==> src/rtl/pipeline_reg_pkg.sv <==
// Shared pipeline-register types: branch entry format, predictor state, BTB geometry.
// Latency: n/a (types and constants only).
// Backpressure: n/a.
package pipeline_reg_pkg;

    localparam int BTB_IDX_W   = 2;
    localparam int BTB_ENTRIES = 1 << BTB_IDX_W;
    localparam int BTB_IDX_LSB = 2;
    localparam int BTB_TAG_LSB = BTB_IDX_LSB + BTB_IDX_W;
    localparam int BTB_TAG_W   = 32 - BTB_TAG_LSB;
    localparam int WORD_ADDR_W = 30;

    // 2-bit direction predictor: strongly/weakly not-taken, weakly/strongly taken
    typedef enum logic [1:0] {
        NS = 2'b00,
        NW = 2'b01,
        TW = 2'b10,
        TS = 2'b11
    } stateType;

    typedef struct packed {
        logic                   valid;
        logic [BTB_TAG_W-1:0]   tag;
        logic [WORD_ADDR_W-1:0] addr;
        stateType               predict_state;
    } bran_t;

endpackage

==> src/rtl/branch_target_buffer_sat_counter2.sv <==
// 2-bit saturating direction counter next-state function.
// Latency: combinational.
// Backpressure: none.
module sat_counter2
    import pipeline_reg_pkg::*;
(
    input  stateType state,
    input  logic     taken,
    output stateType next_state
);

    // step one state toward TS on taken, toward NS otherwise, saturating at both ends
    always_comb begin
        next_state = state;
        unique case (state)
            NS: next_state = taken ? NW : NS;
            NW: next_state = taken ? TW : NS;
            TW: next_state = taken ? TS : NW;
            TS: next_state = taken ? TS : TW;
            default: next_state = state;
        endcase
    end

endmodule

==> src/rtl/branch_target_buffer.sv <==
// Four-entry direct-mapped BTB with 2-bit predictors; optional stats under BTB_STATS_EN.
// Latency: lookup combinational; update/flush visible the cycle after the clock edge.
// Backpressure: none; upd_en is a single-cycle qualifier, one update per cycle.
module branch_target_buffer
    import pipeline_reg_pkg::*;
#(
    parameter stateType RESET_STATE = NW
) (
    input  logic                   CLK,
    input  logic                   nRST,
    input  logic [31:0]            fetch_pc,
    output logic                   predict_take,
    output logic [WORD_ADDR_W-1:0] predict_addr,
    input  logic                   upd_en,
    input  logic [31:0]            upd_pc,
    input  logic                   upd_taken,
    input  logic [WORD_ADDR_W-1:0] upd_target,
    input  logic                   upd_predicted,
    input  logic                   btb_flush
`ifdef BTB_STATS_EN
    ,
    output logic [31:0]            stat_updates,
    output logic [31:0]            stat_mispredicts
`endif
);

    bran_t btb [BTB_ENTRIES];

    logic [BTB_IDX_W-1:0] fetch_idx;
    logic [BTB_IDX_W-1:0] upd_idx;
    bran_t                fetch_ent;
    logic                 fetch_hit;
    logic                 upd_hit;
    stateType             upd_cur_state;
    stateType             upd_next_state;

    // word-offset bits of the PCs play no part in indexing or tagging
    logic [3:0] unused_pc_bits;
    assign unused_pc_bits = {fetch_pc[1:0], upd_pc[1:0]};

    assign fetch_idx = fetch_pc[BTB_TAG_LSB-1:BTB_IDX_LSB];
    assign upd_idx   = upd_pc[BTB_TAG_LSB-1:BTB_IDX_LSB];

    // fetch lookup: a hit requires a valid entry with a matching tag; miss drives zeros
    always_comb begin
        fetch_ent    = btb[fetch_idx];
        fetch_hit    = fetch_ent.valid && (fetch_ent.tag == fetch_pc[31:BTB_TAG_LSB]);
        predict_take = 1'b0;
        predict_addr = '0;
        if (fetch_hit) begin
            predict_take = fetch_ent.predict_state inside {TW, TS};
            predict_addr = fetch_ent.addr;
        end
    end

    // pre-update view of the entry the resolving branch maps to
    always_comb begin
        upd_cur_state = btb[upd_idx].predict_state;
        upd_hit       = btb[upd_idx].valid && (btb[upd_idx].tag == upd_pc[31:BTB_TAG_LSB]);
    end

    // single counter on the update path; entries share it since only one updates per cycle
    sat_counter2 u_upd_counter (
        .state      (upd_cur_state),
        .taken      (upd_taken),
        .next_state (upd_next_state)
    );

    // entry store: flush wins over update; a taken miss replaces the slot's occupant
    always_ff @(posedge CLK or negedge nRST) begin
        if (!nRST) begin
            for (int i = 0; i < BTB_ENTRIES; i++) begin
                btb[i].valid         <= 1'b0;
                btb[i].tag           <= '0;
                btb[i].addr          <= '0;
                btb[i].predict_state <= RESET_STATE;
            end
        end else if (btb_flush) begin
            for (int i = 0; i < BTB_ENTRIES; i++) begin
                btb[i].valid         <= 1'b0;
                btb[i].predict_state <= RESET_STATE;
            end
        end else if (upd_en) begin
            if (upd_hit) begin
                btb[upd_idx].predict_state <= upd_next_state;
                if (upd_taken) begin
                    btb[upd_idx].addr <= upd_target;
                end
            end else if (upd_taken) begin
                btb[upd_idx].valid         <= 1'b1;
                btb[upd_idx].tag           <= upd_pc[31:BTB_TAG_LSB];
                btb[upd_idx].addr          <= upd_target;
                btb[upd_idx].predict_state <= TW;
            end
        end
    end

`ifdef BTB_STATS_EN
    logic upd_mispredict;

    // wrong direction, or taken-as-predicted but to the wrong (or an untracked) target
    assign upd_mispredict = (upd_predicted != upd_taken) ||
                            (upd_predicted && upd_taken &&
                             (!upd_hit || (btb[upd_idx].addr != upd_target)));

    // saturating counters; flush leaves them alone since they describe the program, not the BTB
    always_ff @(posedge CLK or negedge nRST) begin
        if (!nRST) begin
            stat_updates     <= '0;
            stat_mispredicts <= '0;
        end else if (upd_en) begin
            if (stat_updates != '1) begin
                stat_updates <= stat_updates + 32'd1;
            end
            if (upd_mispredict && (stat_mispredicts != '1)) begin
                stat_mispredicts <= stat_mispredicts + 32'd1;
            end
        end
    end
`else
    logic unused_upd_predicted;
    assign unused_upd_predicted = upd_predicted;
`endif

endmodule
==> config.mk <==
export PLATFORM = sky130hd
export DESIGN_NAME = branch_target_buffer
export DESIGN_NICKNAME = d
export VERILOG_FILES = /design/src/rtl/pipeline_reg_pkg.sv /design/src/rtl/branch_target_buffer_sat_counter2.sv /design/src/rtl/branch_target_buffer.sv
export SDC_FILE = /design/constraint.sdc
export NUM_CORES = 1
export LEC_CHECK = 0
export BUFFER_PORTS_ARGS = -buffer_cell sky130_fd_sc_hd__buf_4
export CORE_MARGIN = 5
export CORE_UTILIZATION = 61
export DETAILED_ROUTE_END_ITERATION = 12
export PLACE_DENSITY = 0.8
export SLEW_MARGIN = 0
export SYNTH_ARGS = -nofsm -noshare
export SYNTH_HDL_FRONTEND = slang
export SYNTH_SLANG_ARGS = --single-unit
==> constraint.sdc <==
create_clock -name CLK -period 10.2 [get_ports CLK]
set_input_delay 3.06 -clock CLK [delete_from_list [all_inputs] [get_ports CLK]]
set_output_delay 3.06 -clock CLK [all_outputs]
set_load 0.01 [all_outputs]
==> results of run 1 <==
-- cell type report --
class / count / area, µm²
sequential: 244 / 6110
multi-input combinational: 572 / 5930
fill: 1339 / 5770
timing repair buffer: 137 / 1040
clock buffer: 38 / 796
tap: 270 / 338
clock inverter: 10 / 92.6
inverter: 8 / 30.0
-- critical path, cell delays in order --
cell     delay, ns
buf_4         0.47
buf_4         0.46
mux4_2        0.57
xor2_1        0.17
nor4_1        0.39
nand4_1       0.17
buf_4         0.29
nor2b_1       0.17
buf_4         0.14
-- metal layers --
metal | track usage, % | vias to the layer above | wire length, µm
met5 | 0 | - | 0
met3 | 4.26 | 51 | 1500
li1 | - | 3460 | -
met1 | 33.9 | 4008 | 11800
met2 | 39.6 | 206 | 13700
met4 | 6.55 | 0 | 737
-- cells in the mapped netlist, types with 10 or more instances --
master / n / area share (%)
xnor2_1: 36 / 2.5
nand4_1: 17 / 0.86
mux4_2: 87 / 16
xor2_1: 18 / 1.3
clkbuf_1: 29 / 0.88
mux2_2: 203 / 18
dfrtp_1: 240 / 49
nor2_1: 10 / 0.30
nor2b_1: 33 / 1.7
o21ai_0: 12 / 0.49
buf_2: 10 / 0.40
nand2_1: 101 / 3.1
-- power by group --
part           switching [mW]  internal (mW)  total [mW]
Sequential              0.129           1.18        1.31
Clock                   0.385          0.566       0.952
Combinational           0.228          0.366       0.594
Total                   0.743           2.11        2.86
-- worst paths after layout --
kind	start	endpoint	slack (ns)	cells after the start
max in group asynchronous	nRST	btb[18]$_DFFE_PN0P_	6.17	2
setup / recovery	fetch_pc[2]	predict_addr[10]	1.22	9
hold / removal	btb[208]$_DFFE_PN0P_	btb[208]$_DFFE_PN0P_	0.47	2
setup reg to reg	btb[52]$_DFFE_PN0P_	btb[176]$_DFFE_PN0P_	6.51	8
hold reg to reg	btb[208]$_DFFE_PN0P_	btb[208]$_DFFE_PN0P_	0.47	2
min in group asynchronous	nRST	btb[104]$_DFFE_PN0P_	2.56	1
-- logic make-up (layout without fill, tap and decap cells) --
kind of cell | Yosys count | after routing | share of synthesized area (%)
mux | 297 | 297 | 34.9
flops | 244 | 244 | 49.4
simple gates | 190 | 190 | 7.32
buf+inv | 65 | 193 | 2.86
xor+xnor | 54 | 54 | 3.82
compound gates | 30 | 30 | 1.61
fa+ha+maj | 1 | 1 | 0.0809
-- through the flow --
stage          worst slack, ns  hold WS [ns]  area [µm²]
6_report                  1.22         0.475       14300
3_5_place_dp              1.22         0.461       13400
5_1_grt                   1.00         0.493       14300
4_1_cts                   1.21         0.477       14300
2_1_floorplan             1.82         0.441       12400
3_3_place_gp              1.28         0.455       13400
==> results.sh, run 1 <==
export IMPL_drtIter0Drc=383
export IMPL_grt_pass1_wl_mm=45.3
export IMPL_drtAntennaViolNets=0
export IMPL_wire_per_inst_um=21.7
export IMPL_drt_wl_total_mm=27.7
export IMPL_maxCapViolCount=0
export IMPL_post_cts_setup_buffers=0
export IMPL_timing_final_crit_share_pct=88.0
export IMPL_synth_flop_cell="dfrtp_1"
export IMPL_slew_headroom_pct=25.8
export IMPL_drcViolationCount=0
export IMPL_powerDensity_nw_per_um2=199
export IMPL_nNetsFinal=1089
export IMPL_vias=7725
export IMPL_syn_inst=881
export IMPL_largest_reg_flops=244
export IMPL_worstSkewPairLatency_ns=0.53
export IMPL_port_buffers=125
export IMPL_post_route_min_period_ns=8.98
export IMPL_first_pass_iters=5
export IMPL_cp_arrival_ns=5.92
export IMPL_seq_area_frac_synth_pct=49.4
export IMPL_rows=52
export IMPL_syn_avg_cell_area_um2=14.0
export IMPL_synth_distinct_cells=40
export IMPL_rsz0062_at_grt="no"
export IMPL_hold_path_class="flop to flop"
export IMPL_reg_top3="btb x244"
export IMPL_overflow=0
export IMPL_synth_net_count=981
export IMPL_die_w_um=152
export IMPL_critPathCaptureType="primary output"
export IMPL_final_common_cell="dfrtp_1"
export IMPL_crit_fanout=31
export IMPL_hold_violations=0
export IMPL_cts_sinks=244
export IMPL_tightest_slew_ns=1.11
export IMPL_die_y_um=152
export IMPL_final_cell_mix="240 x dfrtp_1, 203 x mux2_2, 136 x buf_4"
export IMPL_antenna_found_initial=0
export IMPL_slew_viol_final=0
export IMPL_start_util_pct=61.5
export IMPL_critPathLaunchType="input port"
export IMPL_dpl_hpwl_mm=17.8
export IMPL_layout_area_overhead_vs_synth_pct=15.9
export IMPL_cts_max_level=1
export IMPL_setup_viol_count_final=0
export IMPL_fmax_mhz=111
export IMPL_vdd_drop_max_mv=0.169
export IMPL_gp_congestion=0.841
export IMPL_cp_required_ns=7.14
export IMPL_post_place_cells=1231
export IMPL_synthesis_area_um2=12400
export IMPL_leakagePower_nw=6.22
export IMPL_grt_usage_pct=24.1
export IMPL_finish_utilization_pct=71.3
export IMPL_grt_pass1_vias=8336
export IMPL_setup_tns_ns=0
export IMPL_path_class="input port to primary output"
export IMPL_cts_buffers=26
export IMPL_skew_ns=0.0189
export IMPL_clk_pin_slew_worst_paths_ns=0.06
export IMPL_yosysWarningCount=0
export IMPL_clockBufferDepth=3
export IMPL_cts_hold_buf=0
export IMPL_routed_via_density=6.04
export IMPL_cts_tree="yes"
export IMPL_die_area_um2=23200
export IMPL_final_cells=1279
export IMPL_regMostFlops="btb"
export IMPL_ios=131
export IMPL_synth_edf_count=0
export IMPL_drive_gt1_share_pct=48.0
export IMPL_core_region_area_um2=20100
export IMPL_outcome="complete, no violations"
export IMPL_cts_resized_gates=0
export IMPL_root_buffer="clkbuf_16"
export IMPL_power_mw=2.86
export IMPL_diodes=0
export IMPL_ys_ff_latch=244
export IMPL_grt_max_degree=97
export IMPL_async_flop_share_pct=100
Note: power is estimated with default switching activity, not from simulation.
==> run 2: changes to the inputs <==
CORE_UTILIZATION = 55   (was 61)
PLACE_DENSITY = 0.73   (was 0.8)
==> run 2 against run 1 <==
Die area rose by 10%. Cell count rose by 1.0%. Via count fell by 0.40%. Fmax rose by 1.5%. First-iteration DRC count rose by 43%. Worst hold slack got worse by 0.0021 ns. Sequential share of layout area fell by 0.41 points. Critical path depth did not move. Clock power rose by 13%. Non-clock buffer count rose by 1. Critical path type unchanged. Largest cell class unchanged.
==> results.sh, run 2 (synthesis gave the netlist of run 1 again) <==
export IMPL_tightest_slew_ns=1.11
export IMPL_setup_tns_ns=0
export IMPL_hold_violations=0
export IMPL_gp_congestion=0.819
export IMPL_root_buffer="clkbuf_16"
export IMPL_drt_wl_total_mm=27.7
export IMPL_grt_max_degree=116
export IMPL_critPathCaptureType="primary output"
export IMPL_rsz0062_at_grt="no"
export IMPL_slew_viol_final=0
export IMPL_layout_area_overhead_vs_synth_pct=17.0
export IMPL_slowest_stage="mux4_2"
export IMPL_worst_slack_ns=1.35
export IMPL_overflow=0
export IMPL_path_cells="buf_4, buf_4, mux4_2, xor2_1, nor4_1, nand4_1, buf_4, nor2b_1, buf_4"
export IMPL_critPathLaunchType="input port"
export IMPL_cts_hold_buf=0
export IMPL_grt_pass1_vias=8212
export IMPL_drtAntennaViolNets=0
export IMPL_fmax_mhz=113
export IMPL_crit_path_frequent_cell="buf_4"
export IMPL_drive_gt1_share_pct=48.1
export IMPL_vias=7694
export IMPL_die_y_um=160
export IMPL_cp_top_family="buffers and inverters"
export IMPL_final_cell_mix="240 x dfrtp_1, 203 x mux2_2, 137 x buf_4"
export IMPL_ios=131
export IMPL_n_fill_cell=1614
export IMPL_clk_pin_slew_worst_paths_ns=0.06
export IMPL_nNetsFinal=1091
export IMPL_routed_via_density=5.96
export IMPL_cpPeakStageDelay_ns=0.59
export IMPL_slew_headroom_pct=26.1
export IMPL_setup_viol_count_final=0
export IMPL_leakagePower_nw=6.28
export IMPL_power_mw=2.98
export IMPL_die_w_um=160
export IMPL_drcViolationCount=0
export IMPL_antenna_found_initial=0
export IMPL_vdd_drop_max_mv=0.149
export IMPL_cts_max_level=1
export IMPL_grt_pass1_wl_mm=45.6
export IMPL_cp_required_ns=7.14
export IMPL_regMostFlops="btb"
export IMPL_wire_per_inst_um=21.4
export IMPL_maxCapViolCount=0
export IMPL_port_buffers=125
export IMPL_first_pass_iters=5
export IMPL_pre_cts_slack_ns=1.38
export IMPL_stdcell_area_um2=14500
export IMPL_reg_top3="btb x244"
export IMPL_diodes=0
export IMPL_outcome="complete, no violations"
export IMPL_drtIter0Drc=547
export IMPL_timing_final_crit_share_pct=86.7
export IMPL_core_region_area_um2=22000
export IMPL_cts_tree="yes"
export IMPL_cts_sinks=244
export IMPL_skew_ns=0.0166
export IMPL_post_route_min_period_ns=8.85
export IMPL_powerDensity_nw_per_um2=206
export IMPL_path_class="input port to primary output"
export IMPL_grt_usage_pct=22.0
export IMPL_hold_ws_ns=0.473
export IMPL_worstSkewPairLatency_ns=0.53
export IMPL_start_util_pct=56.3
export IMPL_cts_resized_gates=0
export IMPL_place_area_um2=13500
export IMPL_clockBufferDepth=3
export IMPL_final_common_cell="dfrtp_1"
export IMPL_cts_buffers=27
export IMPL_dpl_hpwl_mm=17.7
export IMPL_largest_reg_flops=244
export IMPL_crit_fanout=31
export IMPL_path_buf_inv=4
export IMPL_hold_path_class="flop to flop"
export IMPL_cp_arrival_ns=5.79
export IMPL_die_area_um2=25600
export IMPL_post_cts_setup_buffers=0
export IMPL_rows=54
## run 2: routing by layer
| layer | GRT usage (%) | vias up | share of wire (%) |
|---|---|---|---|
| li1 | - | 3462 | - |
| met1 | 32.4 | 4013 | 45 |
| met2 | 34.9 | 183 | 48 |
| met3 | 3.81 | 36 | 5.3 |
| met4 | 4.85 | 0 | 1.8 |
| met5 | 0 | - | 0 |
## run 2: area by class of cell
| type | instances | area (µm²) | area share (%) |
|---|---|---|---|
| Clock buffer | 33 | 738 | 5.10 |
| Clock inverter | 17 | 270 | 1.87 |
| Inverter | 8 | 30.0 | 0.208 |
| Multi-Input combinational cell | 572 | 5930 | 41.0 |
| Sequential cell | 244 | 6110 | 42.2 |
| Tap cell | 280 | 350 | 2.42 |
| Timing Repair Buffer | 138 | 1040 | 7.21 |
## run 2: report_power, final
| part | internal (mW) | total, mW | leakage [nW] | switching [mW] |
|---|---|---|---|---|
| clock | 0.691 | 1.08 | 0.499 | 0.390 |
| sequential | 1.18 | 1.31 | 3.01 | 0.125 |
| combinational | 0.366 | 0.593 | 2.77 | 0.227 |
## run 2: path summary, 6_finish.rpt
check | startpoint | to | slack, ns | cells after the start
min in group asynchronous | nRST | btb[170]$_DFFE_PN0P_ | 2.60 | 1
max in group asynchronous | nRST | btb[22]$_DFFE_PN0P_ | 6.13 | 2
worst min-delay path | btb[206]$_DFFE_PN0P_ | btb[206]$_DFFE_PN0P_ | 0.47 | 2
worst max register to register | btb[37]$_DFFE_PN0P_ | btb[159]$_DFFE_PN0P_ | 6.58 | 8
worst min register to register | btb[206]$_DFFE_PN0P_ | btb[206]$_DFFE_PN0P_ | 0.47 | 2
worst max-delay path | fetch_pc[2] | predict_addr[16] | 1.35 | 9
## run 2: worst register-to-register path, cell delays in order (launching register included)
cell and delay, ns:
dfrtp_1 0.39, mux4_2 0.49, xnor2_1 0.39, nand4_1 0.13, nor4_1 0.40, nand3_1 0.28
nand2_1 0.65, buf_4 0.40, mux2_2 0.38
## run 2: stage by stage
step / utilization [%] / cells
2_1_floorplan: - / 881
3_3_place_gp: 61.3 / 1242
3_5_place_dp: 61.3 / 1242
4_1_cts: 65.9 / 1292
5_1_grt: 65.9 / 1292
6_report: 65.9 / 1292
==> run 3: changes to the inputs <==
CORE_ASPECT_RATIO = 0.6   (was unset)
==> run 3 against run 2 <==
Non-clock buffer count rose by 2. Clock power fell by 9%. Wire length rose by 4.4%. Critical endpoint is now predict_addr[10]. Highest routed layer is now met5.
==> results.sh, run 3 (synthesis gave the netlist of run 1 again) <==
export IMPL_outcome="complete, no violations"
export IMPL_drive_gt1_share_pct=47.9
export IMPL_switchingPower_uw=743
export IMPL_final_cell_mix="240 x dfrtp_1, 203 x mux2_2, 139 x buf_4"
export IMPL_grt_usage_pct=22.8
export IMPL_cp_arrival_ns=5.85
export IMPL_cts_sinks=244
export IMPL_die_area_um2=25700
export IMPL_wire_per_inst_um=22.4
export IMPL_routed_via_density=6.05
export IMPL_hold_violations=0
export IMPL_timing_final_crit_share_pct=87.4
export IMPL_maxCapViolCount=0
export IMPL_cpPeakStageDelay_ns=0.58
export IMPL_skew_ns=0.0117
export IMPL_critPathCaptureType="primary output"
export IMPL_diodes=0
export IMPL_rsz0062_at_grt="no"
export IMPL_slew_viol_final=0
export IMPL_die_w_um=204
export IMPL_drtAntennaViolNets=0
export IMPL_clockBufferDepth=3
export IMPL_cts_resized_gates=0
export IMPL_layout_area_overhead_vs_synth_pct=16.2
export IMPL_start_util_pct=56.0
export IMPL_gp_congestion=0.834
export IMPL_tightest_slew_ns=1.10
export IMPL_vias=7830
export IMPL_critPathLaunchType="input port"
export IMPL_drcViolationCount=0
export IMPL_path_class="input port to primary output"
export IMPL_switching_share_pct=25.7
export IMPL_fmax_mhz=112
export IMPL_post_cts_setup_buffers=0
export IMPL_crit_fanout=31
export IMPL_hold_depth=2
export IMPL_first_pass_iters=4
export IMPL_final_common_cell="dfrtp_1"
export IMPL_powerDensity_nw_per_um2=201
export IMPL_cts_tree="yes"
export IMPL_leakagePower_nw=6.23
export IMPL_cts_hold_buf=0
export IMPL_grt_pass1_vias=8031
export IMPL_pre_cts_slack_ns=1.25
export IMPL_ios=131
export IMPL_grt_pass1_wl_mm=46.6
export IMPL_cp_depth=10
export IMPL_intPower_mw=2.15
export IMPL_slew_headroom_pct=26.6
export IMPL_reg2reg_setup_slack_ns=6.91
export IMPL_rows=42
export IMPL_hold_path_class="flop to flop"
export IMPL_port_buffers=125
export IMPL_crit_path_frequent_cell="buf_4"
export IMPL_die_y_um=126
export IMPL_setup_viol_count_final=0
export IMPL_root_buffer="clkbuf_16"
export IMPL_core_region_area_um2=22100
export IMPL_worstSkewPairLatency_ns=0.52
export IMPL_vdd_drop_max_mv=0.132
export IMPL_path_buf_inv=3
export IMPL_dpl_hpwl_mm=18.9
export IMPL_clk_pin_slew_worst_paths_ns=0.06
export IMPL_setup_tns_ns=0
export IMPL_grt_max_degree=125
export IMPL_nNetsFinal=1090
export IMPL_cp_top_family="simple AND/OR/NAND/NOR gates"
export IMPL_reg2regPathDepth=8
export IMPL_worst_slack_ns=1.29
export IMPL_path_cells="buf_4, mux4_2, xor2_1, nor4_1, nand3_1, nor3_1, nand4_1, buf_4, nor2b_1, buf_4"
export IMPL_overflow=0
export IMPL_cts_max_level=1
export IMPL_clkPwrFrac_pct=34.0
export IMPL_slowest_stage="mux4_2"
export IMPL_post_route_min_period_ns=8.91
export IMPL_largest_reg_flops=244
export IMPL_p_comb_share_pct=20.8
export IMPL_drtIter0Drc=425
export IMPL_reg_top3="btb x244"
export IMPL_cts_buffers=24
export IMPL_antenna_found_initial=1
export IMPL_regMostFlops="btb"
export IMPL_cp_required_ns=7.14
export IMPL_drt_wl_total_mm=28.9
export IMPL_seqPwrFrac_pct=45.3
run 3: cell type report:
class	instances	area (µm²)
Timing Repair Buffer	140	1060
Inverter	8	30.0
Clock buffer	31	688
Sequential cell	244	6110
Clock inverter	13	196
Tap cell	286	358
Fill cell	1612	7700
Multi-Input combinational cell	572	5930
run 3: layer usage:
layer  track usage, %  wire length (µm)  vias up
met4             3.25               348        2
li1                 -                 -     3461
met2             33.2             13000      208
met1             36.0             13500     4126
met3             5.42              2030       33
met5                0                13        -
run 3: through the flow:
step	total power, mW	hold WS [ns]	cell area (µm²)	std cells	utilization (%)
after floorplan	1.73	0.441	12400	881	-
after CTS	2.92	0.477	14400	1294	65.1
final	2.89	0.473	14400	1294	65.1
after global routing	3.03	0.498	14400	1294	65.1
after global placement	1.90	0.455	13500	1250	61.1
after detailed placement	1.92	0.461	13500	1250	61.1
run 3: power groups by stage:
stage                     sequential (mW)  clock (mW)  combinational, mW
after floorplan                      1.28           0              0.455
after global placement               1.31           0              0.586
after detailed placement             1.32           0              0.603
after CTS                            1.31        1.01              0.605
after global routing                 1.34        1.04              0.654
final                                1.31       0.983              0.601
run 3: worst reg2reg max path, delay by kind of cell (launching register included):
kind	cells	cell delay, ns
buf+inv	1	0.44
mux	2	0.90
flops	1	0.39
xor+xnor	1	0.45
simple gates	4	1.00
run 3: final timing paths:
path / from / endpoint
hold reg to reg: btb[195]$_DFFE_PN0P_ / btb[195]$_DFFE_PN0P_
max in group asynchronous: nRST / btb[33]$_DFFE_PN0P_
min in group asynchronous: nRST / btb[49]$_DFFE_PN0P_
setup reg to reg: btb[52]$_DFFE_PN0P_ / btb[220]$_DFFE_PN0P_
hold / removal: btb[195]$_DFFE_PN0P_ / btb[195]$_DFFE_PN0P_
setup / recovery: fetch_pc[2] / predict_addr[10]
